[src/rtl/multiplicacion_secuencial_if.sv]
// -----------------------------------------------------------------------------
// multiplicacion_secuencial_if
// Handshake and operand bus for the sequential multiply-accumulate unit.
//   start          request pulse from the requester
//   multiplicando  unsigned multiplicand, N bits
//   multiplicador  unsigned multiplier, N bits
//   sumando        unsigned addend, N bits
//   producto       low N bits of multiplicando*multiplicador+sumando
//   desborde       result did not fit in N bits
//   ocupado        unit busy (CALC or DONE)
//   listo          one-cycle completion pulse
// Modports: master = requester side, slave = multiplier side.
// -----------------------------------------------------------------------------
interface multiplicacion_secuencial_if #(
  parameter int N = 19
);
  logic         start;
  logic [N-1:0] multiplicando;
  logic [N-1:0] multiplicador;
  logic [N-1:0] sumando;
  logic [N-1:0] producto;
  logic         desborde;
  logic         ocupado;
  logic         listo;

  modport master (
    output start, multiplicando, multiplicador, sumando,
    input  producto, desborde, ocupado, listo
  );

  modport slave (
    input  start, multiplicando, multiplicador, sumando,
    output producto, desborde, ocupado, listo
  );
endinterface

[src/rtl/multiplicacion_secuencial.sv]
// -----------------------------------------------------------------------------
// multiplicacion_secuencial
// Shift-add multiply-accumulate: producto = multiplicando * multiplicador +
// sumando, unsigned, one multiplier bit per clock. Inverse of the `division`
// block: feeding it resultado/divisor/residuo rebuilds the dividend.
//
// Ports:
//   clk  system clock, rising edge
//   rst  synchronous reset, active-high
//   bus  multiplicacion_secuencial_if.slave (start/operands in, results out)
//
// Configuration macro: MULT_DESBORDE_EN
//   defined   -> 2N+1-bit accumulator, 2N-bit shifted multiplicand,
//                desborde reports results that do not fit in N bits
//   undefined -> N-bit accumulator and multiplicand, desborde tied to 0;
//                producto is identical in both builds
//
// Latency: start sampled at edge k -> listo and new producto after edge k+N,
// ocupado low again after edge k+N+1.
// -----------------------------------------------------------------------------
module multiplicacion_secuencial #(
  parameter int N = 19
) (
  input logic                          clk,
  input logic                          rst,
  multiplicacion_secuencial_if.slave   bus
);

`ifdef MULT_DESBORDE_EN
  localparam int AW = 2 * N + 1;
  localparam int MW = 2 * N;
`else
  // Only the low N bits ever reach producto, and carries never propagate
  // downward, so truncating the datapath leaves producto unchanged.
  localparam int AW = N;
  localparam int MW = N;
`endif
  localparam int CW = (N > 1) ? $clog2(N) : 1;

  typedef enum logic [1:0] {
    IDLE = 2'd0,
    CALC = 2'd1,
    DONE = 2'd2
  } state_t;

  state_t        state;
  logic [AW-1:0] acc;
  logic [MW-1:0] mc;
  logic [N-1:0]  mr;
  logic [CW-1:0] cnt;
  logic [N-1:0]  producto_q;
  logic          desborde_q;
  logic          ocupado_q;
  logic          listo_q;

  logic [AW-1:0] acc_next;
  logic          ovf_next;

  // The result is captured from the value acc takes on the final CALC edge,
  // so the conditional add is computed ahead of the register.
  always_comb begin
    // NOTE: every always_comb output gets a default first so no path can
    // leave it unassigned and infer a latch.
    acc_next = acc;
    if (mr[0]) acc_next = acc + AW'(mc);
  end

`ifdef MULT_DESBORDE_EN
  assign ovf_next = |acc_next[AW-1:N];
`else
  assign ovf_next = 1'b0;
`endif

  // NOTE: sequential state uses non-blocking assignments only, so every
  // register samples pre-edge values regardless of statement order.
  always_ff @(posedge clk) begin
    if (rst) begin
      // NOTE: the datapath registers are reset too, so an aborted operation
      // leaves no residue and the reset state is fully defined.
      state      <= IDLE;
      acc        <= '0;
      mc         <= '0;
      mr         <= '0;
      cnt        <= '0;
      producto_q <= '0;
      desborde_q <= 1'b0;
      ocupado_q  <= 1'b0;
      listo_q    <= 1'b0;
    end else begin
      case (state)
        IDLE: begin
          if (bus.start) begin
            acc       <= AW'(bus.sumando);
            mc        <= MW'(bus.multiplicando);
            mr        <= bus.multiplicador;
            cnt       <= '0;
            ocupado_q <= 1'b1;
            state     <= CALC;
          end
        end
        CALC: begin
          // Fixed N iterations even for a zero multiplier: constant latency.
          acc <= acc_next;
          mc  <= mc << 1;
          mr  <= mr >> 1;
          cnt <= cnt + 1'b1;
          if (cnt == CW'(N - 1)) begin
            producto_q <= acc_next[N-1:0];
            desborde_q <= ovf_next;
            listo_q    <= 1'b1;
            state      <= DONE;
          end
        end
        DONE: begin
          listo_q   <= 1'b0;
          ocupado_q <= 1'b0;
          state     <= IDLE;
        end
        default: begin
          state <= IDLE;
        end
      endcase
    end
  end

  assign bus.producto = producto_q;
  assign bus.desborde = desborde_q;
  assign bus.ocupado  = ocupado_q;
  assign bus.listo    = listo_q;

endmodule

[src/flat_wrapper.sv]
// flat-port wrapper written by rule: the top's interface ports become plain ports
module multiplicacion_secuencial_flat 
#(
  parameter int N = 19
)
  (clk, rst, bus_start, bus_multiplicando, bus_multiplicador, bus_sumando, bus_producto, bus_desborde, bus_ocupado, bus_listo);
  multiplicacion_secuencial_if #(.N(N)) bus_i ();
  input logic clk;
  input logic rst;
  input wire logic [$bits(bus_i.start)-1:0] bus_start;
  input wire logic [$bits(bus_i.multiplicando)-1:0] bus_multiplicando;
  input wire logic [$bits(bus_i.multiplicador)-1:0] bus_multiplicador;
  input wire logic [$bits(bus_i.sumando)-1:0] bus_sumando;
  output wire logic [$bits(bus_i.producto)-1:0] bus_producto;
  output wire logic [$bits(bus_i.desborde)-1:0] bus_desborde;
  output wire logic [$bits(bus_i.ocupado)-1:0] bus_ocupado;
  output wire logic [$bits(bus_i.listo)-1:0] bus_listo;
  assign bus_i.start = bus_start;
  assign bus_i.multiplicando = bus_multiplicando;
  assign bus_i.multiplicador = bus_multiplicador;
  assign bus_i.sumando = bus_sumando;
  assign bus_producto = bus_i.producto;
  assign bus_desborde = bus_i.desborde;
  assign bus_ocupado = bus_i.ocupado;
  assign bus_listo = bus_i.listo;
  multiplicacion_secuencial #(.N(N)) u_core (.clk(clk), .rst(rst), .bus(bus_i));
endmodule
[config.mk]
export PLATFORM = sky130hd
export DESIGN_NAME = multiplicacion_secuencial_flat
export DESIGN_NICKNAME = d
export VERILOG_FILES = /design/src/rtl/multiplicacion_secuencial_if.sv /design/src/rtl/multiplicacion_secuencial.sv /design/src/flat_wrapper.sv
export SDC_FILE = /design/constraint.sdc
export NUM_CORES = 1
export LEC_CHECK = 0
export ABC_AREA = 1
export CAP_MARGIN = 15
export CORE_UTILIZATION = 30
export CTS_CLUSTER_SIZE = 12
export DETAILED_ROUTE_END_ITERATION = 12
export GPL_TIMING_DRIVEN = 0
export HOLD_SLACK_MARGIN = 0.06
export PLACE_DENSITY = 0.5
export RECOVER_POWER = 50
export SKIP_LAST_GASP = 1
export SYNTH_ARGS = -nofsm -noshare
export SYNTH_HDL_FRONTEND = slang
export SYNTH_SLANG_ARGS = --single-unit
[constraint.sdc]
create_clock -name clk -period 1.9 [get_ports clk]
set_input_delay 0.19 -clock clk [delete_from_list [all_inputs] [get_ports clk]]
set_output_delay 0.19 -clock clk [all_outputs]
set_load 0.05 [all_outputs]
=== After elaboration in Yosys (flattened, before gate mapping) ===
Cells that the tools add are included.

* Equal/unequal tests: 5
* Mux-type cells: 16
* Reductions and logical operators: 9
* Add/sub/neg operators: 2

{| class="wikitable"
|+ Operator list
! operator !! count
|-
| case mux 19 bit (2 select lines) || 3
|-
| 2-to-1 mux 19 bit || 4
|-
| adder 19 bit || 1
|-
| case mux 5 bit (2 select lines) || 1
|-
| AND reduction 2 bit || 5
|-
| nonzero test 2 bit || 3
|-
| adder 5 x 1 -> 5 bit (second input constant) || 1
|-
| equality test 5 bit (second input constant) || 1
|-
| 2-to-1 mux 5 bit || 1
|-
| 2-to-1 mux 2 bit || 2
|-
| case mux 1 bit (2 select lines) || 2
|-
| case mux 2 bit (2 select lines) || 1
|-
| equality test 2 x 1 -> 1 bit (second input constant) || 1
|-
| equality test 2 bit (second input constant) || 1
|-
| logical NOT 2 bit || 1
|-
| 2-to-1 mux 1 bit || 2
|-
| inequality test 2 x 1 -> 1 bit (second input constant) || 1
|-
| inequality test 2 bit (second input constant) || 1
|}

* Bits of input ports: 60
* Output and inout bits: 22
* Register bits after elaboration: 85

=== Depth between registers and ports, before layout ===
* Word-level depth: 3
* Depth in mapped cells: 15
* Mapped depth without buffers: 15

=== Worst setup path before layout ===
Ideal clock, no wire load.

* Kind: reg-to-reg
* Start: register u_core.mc[0]
* End: register u_core.acc[12]
* Setup time: 132 ps
* Required time: 1768 ps
* Clock period less this slack: 1823 ps
* Setup slack: 77 ps
* Cell stages (with the launch flop): 14
* Arrival time: 1690 ps
* Cells stage by stage: dfxtp_1 ha_1 inv_1 fa_1 inv_1 nand3_1 nand3_1 nand2_1 nand2_1 nand2_1 nand3_1 nand3_1 nand3_1 a21oi_1

* Longest elaborated chain between the ends: 3

{| class="wikitable"
|+ RTL lines
! element !! RTL line !! RTL
|-
| from (decl) || multiplicacion_secuencial.sv:48 || <nowiki>logic [MW-1:0] mc;</nowiki>
|-
| from (signal assigned) || multiplicacion_secuencial.sv:94 || <nowiki>mc <= MW'(bus.multiplicando);</nowiki>
|-
| from (signal assigned) || multiplicacion_secuencial.sv:104 || <nowiki>mc <= mc << 1;</nowiki>
|-
| adder 19 bit || multiplicacion_secuencial.sv:65 || <nowiki>if (mr[0]) acc_next = acc + AW'(mc);</nowiki>
|-
| 2-to-1 mux 19 bit || multiplicacion_secuencial.sv:65 ||
|-
| case mux 19 bit (2 select lines) || multiplicacion_secuencial.sv:90 || <nowiki>case (state)</nowiki>
|-
| to (signal assigned) || multiplicacion_secuencial.sv:93 || <nowiki>acc <= AW'(bus.sumando);</nowiki>
|-
| to (signal assigned) || multiplicacion_secuencial.sv:103 || <nowiki>acc <= acc_next;</nowiki>
|-
| to (decl) || multiplicacion_secuencial.sv:47 || <nowiki>logic [AW-1:0] acc;</nowiki>
|}

No other way between the ends.
A chain may end at the register's enable or synchronous reset.

=== Worst setup path after layout ===
* Start: register u_core.mc[0]
* End: register u_core.acc[8]

The elaborated chain is that of the path after synthesis.

==> impl_metrics.env <==
export IMPL_run_status="completed"
export IMPL_viasPerCell=4.95
export IMPL_die_w_um=127
export IMPL_worstPathCellList="ha_4 -> inv_2 -> fa_2 -> inv_2 -> nand3_2 -> nand3_2 -> nand2_2 -> nand2_4 -> xnor2_2 -> nand2_1 -> o211ai_1 -> a21oi_1"
export IMPL_clock_path_buffers=2
export IMPL_grt_antenna_before_repair=0
export IMPL_worstPathMaxFanout=3
export IMPL_class_of_the_most_critical_hold_timing_path="in2reg"
export IMPL_clockRootBuffer="clkbuf_16"
export IMPL_achievable_frequency_mhz=539
export IMPL_slew_viol_final=0
export IMPL_share_seq_of_total_power=0.401
export IMPL_globalRouteOverflowTotal=0
export IMPL_post_synth_cell_area_avg_um2=6.86
export IMPL_period_needed_ns=1.86
export IMPL_globalplace_congestion=0.867
export IMPL_yosysWarnings=0
export IMPL_report_power_total_mw=5.03
export IMPL_async_reset_ff_frac=0
export IMPL_holdCritStartpoint="rst"
export IMPL_drtAntennaViolNets=0
export IMPL_detail_route_first_pass_iterations=5
export IMPL_timing_clock_skew_ns=0.0124
export IMPL_endpoint_kind="flip-flop"
export IMPL_yosysMostFrequentCell="nand2_1"
export IMPL_final_core_util=0.420
export IMPL_critical_register_to_register_path_endpoint="u_core.acc[8]"
export IMPL_grt_setup_unrepaired="yes"
export IMPL_p_per_area_nw_per_um2=789
export IMPL_clkSlewWorstSetupHoldPaths_ns=0.07
export IMPL_netlist_area_um2=4690
export IMPL_drt_wl_total_um=15800
export IMPL_netlist_top_cells_count="nand2_1, inv_1, dfxtp_1, a21oi_1, nand3_1"
export IMPL_syn_num_nets=764
export IMPL_clk_latency_ns=0.36
export IMPL_number_of_enable_flip_flop_cells_after_synthesis=0
export IMPL_yosysTopAreaCellShare=0.363
export IMPL_start_util=0.308
export IMPL_r2r_worst_path_cells=12
export IMPL_worst_path_buf_inv=2
export IMPL_critical_path_startpoint_type="flip-flop"
export IMPL_max_cap_viol_count=0
export IMPL_hold_ws_ns=0.182
export IMPL_yosys_cell_types_count=38
export IMPL_cts_sinks=85
export IMPL_cell_types_occupying_the_most_area_after_synthesis="dfxtp_1, nand2_1, inv_1"
export IMPL_p_sw_frac=0.309
export IMPL_internal_power_mw=3.47
export IMPL_io_buffers=79
export IMPL_yosysSeqAreaShare=0.363
export IMPL_grt_max_degree=16
export IMPL_grt_pass1_vias=4728
export IMPL_globalRouteTotalUtil=0.197
export IMPL_hold_path_depth=2
export IMPL_pwr_share_clk=0.376
export IMPL_tritoncts="built"
export IMPL_timing_worst_slew_pin_value_ns=0.824
export IMPL_htree_num_levels=3
export IMPL_cpLargestDelayFamily="adder cells"
export IMPL_final_hold_viol_count=0
export IMPL_design_die_area_um2=16100
export IMPL_netsw_mw=1.56
export IMPL_comb_power_share=0.222
export IMPL_flow_area_growth_from_synthesis_pct=36.1
export IMPL_finalCritPeriodShare=0.977
export IMPL_final_net_count=859
export IMPL_timing_rr_start="u_core.mc[0]"
export IMPL_power_ir_vdd_worst_uv=458
export IMPL_final_layout_size_suffix_gt1_frac=0.147
export IMPL_vias=4803
export IMPL_synth_largest_area_cell="dfxtp_1"
export IMPL_hold_end="u_core.cnt[4]"
export IMPL_p_leak_nw=2.69
export IMPL_critical_path_slowest_cell="dfxtp_4"
export IMPL_die_height_um=127
export IMPL_final_setup_viol_count=0
export IMPL_crit_type="reg2reg"
export IMPL_post_synth_inst_count=683
export IMPL_most_instantiated_flip_flop_cell_in_the_synthesis_netlist="dfxtp_1"
export IMPL_drt_first_iter_violations=271
export IMPL_cts_inserted_buffers=9
export IMPL_io_pins=82
export IMPL_ff2ff_setup_slack_ns=0.04
export IMPL_diodes=0
export IMPL_final_fill_count=1576
export IMPL_first_pass_grt_wire_length_um=24100
export IMPL_cp_arrival_ns=2.06
export IMPL_ys_seq_elements=85
export IMPL_hpwlAfterDp_um=11800
export IMPL_required_ns=2.10
export IMPL_core_area_um2=15200
export IMPL_drcViolationCount=0
export IMPL_core_rowCount=45
export IMPL_wire_per_inst_um=16.3
export IMPL_critPathMaxStageDelay_ns=0.36
export IMPL_timing_max_slew_rel_slack=0.451
==> layout by cell type (no fill, tap or decap), types with 3 or more instances in the layout <==
cell             instances
nand2_1                176
inv_1                   92
clkdlybuf4s50_1         70
dfxtp_1                 70
a21oi_1                 53
nand3_1                 50
o21ai_0                 30
o221ai_1                21
a31oi_1                 19
nor2_1                  17
clkbuf_1                16
dfxtp_2                 12
nand3_2                 11
nand2_2                 10
o21ai_1                 10
ha_4                    10
buf_2                    9
clkbuf_16                9
dlygate4sd3_1            9
buf_4                    8
ha_1                     8
a21oi_2                  7
inv_2                    6
xnor2_1                  5
clkbuf_2                 4
nor2_2                   3
nand2_4                  3
o211ai_1                 3
a22o_1                   3
inv_6                    3
dfxtp_4                  3
==> area by class of cell <==
| type | instances | area, um2 | share of cell area |
|---|---|---|---|
| inverters | 99 | 372 | 0.0583 |
| repair buffers | 84 | 828 | 0.130 |
| multi-input cells | 466 | 2750 | 0.430 |
| clock buffers | 11 | 253 | 0.0396 |
| well taps | 188 | 235 | 0.0369 |
| flip-flops and latches | 85 | 1730 | 0.271 |
| plain buffers | 33 | 151 | 0.0237 |
| clock inverters | 5 | 65.1 | 0.0102 |
==> sequential cells by signal, indices dropped and copies added, names as in the netlist <==
register             count
u_core.acc              19
u_core.bus.producto     19
u_core.mc               19
u_core.mr               19
u_core.cnt               5
u_core.state             2
u_core.bus.listo         1
u_core.bus.ocupado       1
==> through the flow <==
stage	TNS [ns]	setup WS, ns	std cells	cell area, um2
CTS	-0.00209	-0.00209	970	6170
global route	-0.189	-0.0565	971	6380
global placement	-3.91	-0.365	950	5710
finish	0	0.0436	971	6380
floorplan	0	0.0773	683	4690
detailed placement	-4.25	-0.374	950	5710
==> logic make-up after synthesis <==
kind of cell               share of synthesized area
other                                       0.000800
and+or+nand+nor                                0.258
AOI/OAI and AO/OA                              0.193
DFF                                            0.363
adders and majority gates                     0.0577
xor gates and xnor gates                      0.0150
buffers and inverters                          0.112
==> how the worst max path moves through the flow <==
stage	from	end	slack, ns	depth (start not counted)
final	u_core.mc[0]	u_core.acc[8]	0.04	12
after detailed placement	u_core.mc[0]	u_core.acc[12]	-0.37	13
after floorplan	u_core.mc[0]	u_core.acc[12]	0.08	13
after CTS	u_core.acc[0]	u_core.acc[12]	-0.002	14
after global placement	u_core.mc[0]	u_core.acc[12]	-0.36	13
after global routing	u_core.mc[2]	u_core.bus.producto[13]	-0.06	15
==> metal layers <==
layer  vias up  GRT usage  part of all wire
li1       2443          -                 -
met1      2217      0.237              0.45
met2       117      0.344              0.48
met3        26     0.0486             0.048
met4         0     0.0658             0.021
met5         -          0                 0
==> timing repair <==
action | in CTS | in global routing
hold buffers | 0 | 0
pin swaps | 10 | 15
setup buffers | 4 | 1
gates resized for setup | 25 | 53
setup endpoints to repair | 17 | 32
hold endpoints to repair | 0 | 0
==> power by group through the flow <==
stage          Combinational [mW]  Clock (mW)  Sequential [mW]
2_1_floorplan               0.658           0             2.00
3_3_place_gp                0.999           0             2.03
3_5_place_dp                 1.01           0             2.04
4_1_cts                      1.05        1.94             2.01
5_1_grt                      1.24        2.01             2.03
6_report                     1.12        1.89             2.02
No activity file was read; power rests on OpenSTA's default activity.
